File: config.mk
export PLATFORM = sky130hd
export DESIGN_NAME = maxpool_unit
export DESIGN_NICKNAME = d
export VERILOG_FILES = /design/src/rtl/maxpool_pkg.sv /design/src/rtl/max2_signed.sv /design/src/rtl/maxpool_unit.sv
export SDC_FILE = /design/constraint.sdc
export NUM_CORES = 1
export LEC_CHECK = 0
export CAP_MARGIN = 5
export CORE_UTILIZATION = 54
export CTS_CLUSTER_DIAMETER = 50
export DETAILED_ROUTE_END_ITERATION = 12
export PLACE_DENSITY_LB_ADDON = 0.15
export SKIP_CTS_REPAIR_TIMING = 1
export SLEW_MARGIN = 15
export SYNTH_ARGS = -nofsm -noshare
export SYNTH_HDL_FRONTEND = slang
export SYNTH_HIERARCHICAL = 1
export SYNTH_SLANG_ARGS = --single-unit
export TNS_END_PERCENT = 20
File: constraint.sdc
create_clock -name clk -period 2.7 [get_ports clk]
set_input_delay 0.54 -clock clk [delete_from_list [all_inputs] [get_ports clk]]
set_output_delay 0.54 -clock clk [all_outputs]
set_load 0.02 [all_outputs]
File: src/rtl/maxpool_pkg.sv
// rtl/maxpool_pkg.sv - shared pixel/window types and sizing helpers for the 2x2 max-pool unit
package maxpool_pkg;

    typedef logic signed [7:0] pixel_t;
    typedef pixel_t [1:0][1:0] window_t;

    localparam int DEFAULT_LENGTH = 28;

    function automatic int pool_len(input int length);
        return length / 2;
    endfunction

    // Width of an output (pooled) row/column index; never below one bit.
    function automatic int idx_width(input int length);
        return ($clog2(length / 2) < 1) ? 1 : $clog2(length / 2);
    endfunction

endpackage

File: src/rtl/max2_signed.sv
// rtl/max2_signed.sv - combinational signed 8-bit two-input maximum
module max2_signed (
    input  logic signed [7:0] a,
    input  logic signed [7:0] b,
    output logic signed [7:0] y
);

    assign y = (a >= b) ? a : b;

endmodule

File: src/rtl/maxpool_unit.sv
// rtl/maxpool_unit.sv - stride-2 2x2 max-pool behind the line buffer, 2-stage compare pipeline
// Optional build macro: MAXPOOL_RELU_EN clamps negative pooled results to zero.
module maxpool_unit
    import maxpool_pkg::*;
#(
    parameter int LENGTH = DEFAULT_LENGTH,
    localparam int IW = idx_width(LENGTH),
    localparam int CW = $clog2(LENGTH)
) (
    input  logic                        clk,
    input  logic                        rst,
    input  logic                        data_valid_in,
    input  logic signed [1:0][1:0][7:0] window,
    output logic signed [7:0]           pool_out,
    output logic                        pool_valid_out,
    output logic [IW-1:0]               pool_col,
    output logic [IW-1:0]               pool_row,
    output logic                        frame_done
);

    logic [CW-1:0] col_cnt;
    logic [CW-1:0] row_cnt;
    logic          col_last;
    logic          row_last;
    logic          anchor;

    logic          anchor_d0, last_d0;
    logic [IW-1:0] col_d0, row_d0;
    logic          anchor_d1, last_d1;
    logic [IW-1:0] col_d1, row_d1;

    pixel_t        m0_next, m1_next, m0, m1;
    pixel_t        max_next, pool_next;

    assign col_last = (col_cnt == CW'(LENGTH - 1));
    assign row_last = (row_cnt == CW'(LENGTH - 1));
    assign anchor   = data_valid_in & col_cnt[0] & row_cnt[0];

    always_ff @(posedge clk or posedge rst) begin
        if (rst) begin
            col_cnt <= '0;
            row_cnt <= '0;
        end else if (data_valid_in) begin
            if (col_last) begin
                col_cnt <= '0;
                row_cnt <= row_last ? '0 : row_cnt + 1'b1;
            end else begin
                col_cnt <= col_cnt + 1'b1;
            end
        end
    end

    max2_signed u_max_prev (.a(window[0][0]), .b(window[0][1]), .y(m0_next));
    max2_signed u_max_curr (.a(window[1][0]), .b(window[1][1]), .y(m1_next));
    max2_signed u_max_fin  (.a(m0),           .b(m1),           .y(max_next));

`ifdef MAXPOOL_RELU_EN
    assign pool_next = (max_next < 0) ? pixel_t'(0) : max_next;
`else
    assign pool_next = max_next;
`endif

    // Pipeline runs every cycle; stage 1 samples the window one edge after the anchor is accepted.
    always_ff @(posedge clk or posedge rst) begin
        if (rst) begin
            anchor_d0      <= 1'b0;
            last_d0        <= 1'b0;
            col_d0         <= '0;
            row_d0         <= '0;
            anchor_d1      <= 1'b0;
            last_d1        <= 1'b0;
            col_d1         <= '0;
            row_d1         <= '0;
            m0             <= '0;
            m1             <= '0;
            pool_out       <= '0;
            pool_valid_out <= 1'b0;
            pool_col       <= '0;
            pool_row       <= '0;
            frame_done     <= 1'b0;
        end else begin
            anchor_d0      <= anchor;
            last_d0        <= anchor & col_last & row_last;
            col_d0         <= IW'(col_cnt >> 1);
            row_d0         <= IW'(row_cnt >> 1);
            anchor_d1      <= anchor_d0;
            last_d1        <= last_d0;
            col_d1         <= col_d0;
            row_d1         <= row_d0;
            m0             <= m0_next;
            m1             <= m1_next;
            pool_valid_out <= anchor_d1;
            frame_done     <= last_d1;
            if (anchor_d1) begin
                pool_out <= pool_next;
                pool_col <= col_d1;
                pool_row <= row_d1;
            end
        end
    end

`ifndef SYNTHESIS
    if ((LENGTH % 2) != 0 || LENGTH < 4) begin : g_bad_length
        $error("maxpool_unit: LENGTH must be even and at least 4");
    end

    assert property (@(posedge clk) disable iff (rst)
        !(pool_valid_out && $past(pool_valid_out)))
        else $error("maxpool_unit: pool_valid_out high on consecutive cycles");
`endif

endmodule

==> flow_summary.json <==
{
  "detail-route-antenna-nets": 0,
  "grt_pass1_vias": 2469,
  "crit_buf_inv": 0,
  "p_per_area_mw_per_mm2": 754,
  "total_power_mw": 3.22,
  "die_area_mm2": 0.00668,
  "insertion_delay_ps": 330,
  "vdd_drop_max_mv": 0.561,
  "fillers": 444,
  "synth_adder_area_share_pct": 9.48,
  "io_pins": 53,
  "grt.total_usage_pct": 21.6,
  "fin_util_pct": 70.9,
  "path_max_fanout": 9,
  "outcome": "finished, final reports clean",
  "fmax_ghz": 0.443,
  "synthFlopType": "dfrtp_1",
  "synth_area_mm2": 0.00343,
  "crit_path_end_kind": "flip-flop",
  "synth_area_leader_cell": "dfrtp_1",
  "report.final.slew_viol_count": 0,
  "dieHeight_um": 81.7,
  "yosysMostFrequentCell": "dfrtp_1",
  "finalSetupViolCount": 0,
  "synthesis.nets": 376,
  "post-route-min-period_ps": 2260,
  "syn_area_per_cell_um2": 10.9,
  "muxShareOfSynthArea_pct": 6.97,
  "post-place-ws_ps": 140,
  "htree_levels": 3,
  "syn_inst": 315,
  "drt_wl_total_mm": 6.64,
  "start_util_pct": 56.9,
  "arrival_ps": 2480,
  "worst_slew_pin_slew_ps": 762,
  "cp_slowest_stage_delay_ps": 530,
  "num_antenna_cells": 0,
  "synthDistinctLibCells": 38,
  "synth-seq-area-share_pct": 46.7,
  "synth_top_family_by_area": "compound AO/OA/AOI/OAI gates",
  "yosysTopAreaCellShare_pct": 46.7,
  "grt-ovfl-total": 0,
  "vias_per_cell": 5.82,
  "cpLargestDelayFamily": "compound AO/OA/AOI/OAI gates",
  "ys_ff_latch": 64,
  "root_buffer": "clkbuf_8",
  "place_congestion": 0.844,
  "worstHoldPathType": "flip-flop to flip-flop",
  "synth-simple-area-share_pct": 10.5,
  "clk_pin_slew_ps": 70,
  "drtIter0Drc": 130,
  "ys_warn_count": 6,
  "io_buffers": 52,
  "netlist_top_cells_count": "64 x dfrtp_1, 48 x o211ai_1, 30 x inv_1",
  "crit_path_cell_trace": "ha_1 -> a31oi_1 -> nor2b_1 -> o21a_1 -> o211ai_1 -> mux2_2",
  "maxSlewHeadroom_pct": 49.2,
  "grt_max_degree": 45,
  "drt_pass1_iterations": 4,
  "fin_worst_skew_ps": 6.69,
  "rows": 28,
  "dpl.hpwl_mm": 5.06,
  "area_growth_pct": 24.5,
  "synth_edf_count": 0,
  "dieWidth_um": 81.7,
  "synth_compound_area_share_pct": 21.4,
  "synth-xor-area-share_pct": 0.511,
  "clock_path_buffers": 2,
  "fin_tns_setup_ps": 0,
  "min_period_over_period_pct": 83.7,
  "crit_type": "flip-flop to flip-flop",
  "clock-sinks": 64,
  "worstSetupStartpointType": "flip-flop",
  "core-area_mm2": 0.00603,
  "grt_pass1_wl_mm": 10.8,
  "maxCapViolCount": 0,
  "cts_tree": "done",
  "worst_path_max_delay_cell": "nor2b_1",
  "num_vias": 2644,
  "postPlaceCellArea_mm2": 0.00405,
  "hold_viol": 0,
  "finalWorstSetupSlack_ps": 441,
  "nets": 435,
  "final_area_mm2": 0.00427,
  "rsz0062_at_grt": "no",
  "layout-drive-gt1-share_pct": 13.2,
  "async_reset_ff_share_pct": 100,
  "p_leak_nw": 1.90,
  "synth_area_leaders": "dfrtp_1 47%, o211ai_1 11%, ha_1 9.5%",
  "antenna_found_initial": 0,
  "required_ps": 2920,
  "wl_per_cell_um": 14.6,
  "cts_made_buffers": 9,
  "drc_errors": 0
}
## stage by stage
stage | hold WS [ps] | std cells
finish | 351 | 454
detailed placement | 336 | 438
CTS | 352 | 454
global placement | 332 | 438
floorplan | 331 | 315
global route | 357 | 454
## layout make-up
class | instances | area [um2] | share of cell area, %
inverter | 30 | 113 | 2.64
clock buffer | 9 | 124 | 2.90
timing repair buffer | 57 | 571 | 13.4
multi-input combinational | 212 | 1680 | 39.2
sequential | 64 | 1600 | 37.5
clock inverter | 7 | 95.1 | 2.23
tap | 75 | 93.8 | 2.20
## power by group
group          total [mW]  switching [mW]  internal [mW]
combinational       0.986           0.504          0.481
clock               0.889           0.368          0.521
sequential           1.35           0.157           1.19
total                3.22            1.03           2.19
## metal layers
| metal | share of wire (%) | vias to the layer above | GRT usage [%] |
|---|---|---|---|
| met3 | 5.0 | 6 | 5.22 |
| met5 | 0 | - | 0 |
| met2 | 51 | 60 | 35.1 |
| li1 | - | 1302 | - |
| met1 | 43 | 1276 | 27.6 |
| met4 | 1.0 | 0 | 9.47 |
## cell families (layout without fill, tap and decap cells)
logic type | Yosys count | in the layout
AND/OR/NAND/NOR | 65 | 65
multiplexers | 21 | 21
flip-flops | 64 | 64
adder cells (fa/ha/maj) | 26 | 26
AO/OA/AOI/OAI | 98 | 98
buffers and inverters | 39 | 103
XOR/XNOR | 2 | 2
## registers in the layout, indices dropped and copies added (netlist names)
name            count
anchor_d0           1
anchor_d1           1
col_cnt             5
col_d0              4
col_d1              4
frame_done          1
last_d0             1
last_d1             1
m0                  8
m1                  8
pool_col            4
pool_out            8
pool_row            4
pool_valid_out      1
row_cnt             5
row_d0              4
row_d1              4
## cell usage in the layout (no fill, tap or decap), types with 2 or more instances in the layout
| cell | synthesis | routed |
|---|---|---|
| dfrtp_1 | 64 | 64 |
| clkdlybuf4s50_1 | 0 | 52 |
| o211ai_1 | 48 | 48 |
| nand3_1 | 29 | 29 |
| inv_1 | 30 | 29 |
| ha_1 | 26 | 26 |
| o21ai_0 | 23 | 23 |
| mux2_2 | 18 | 18 |
| clkbuf_8 | 0 | 9 |
| nand2_1 | 8 | 8 |
| nor2b_1 | 7 | 7 |
| nor2_1 | 6 | 6 |
| a21oi_1 | 4 | 4 |
| buf_4 | 0 | 4 |
| nand2b_1 | 3 | 3 |
| a21oi_2 | 3 | 3 |
| a31oi_1 | 3 | 3 |
| and4_1 | 3 | 3 |
| o21a_1 | 3 | 3 |
| a21o_1 | 3 | 3 |
| a2111oi_4 | 3 | 3 |
| o21ai_1 | 3 | 3 |
| a2111o_1 | 3 | 3 |
| nand4_1 | 2 | 2 |
| bufinv_16 | 0 | 2 |
| clkinv_2 | 0 | 2 |
## path summary, 6_finish.rpt
path | start | endpoint | slack [ps] | cells after the start
setup reg to reg | m0[2] | pool_out[4] | 440 | 6
max in group asynchronous | rst | pool_out[6] | 1620 | 3
min in group asynchronous | rst | col_cnt[3] | 530 | 2
setup / recovery | m0[2] | pool_out[4] | 440 | 6
hold reg to reg | col_d0[1] | col_d1[1] | 350 | 0
hold / removal | col_d0[1] | col_d1[1] | 350 | 0
No activity file was read; power rests on OpenSTA's default activity.
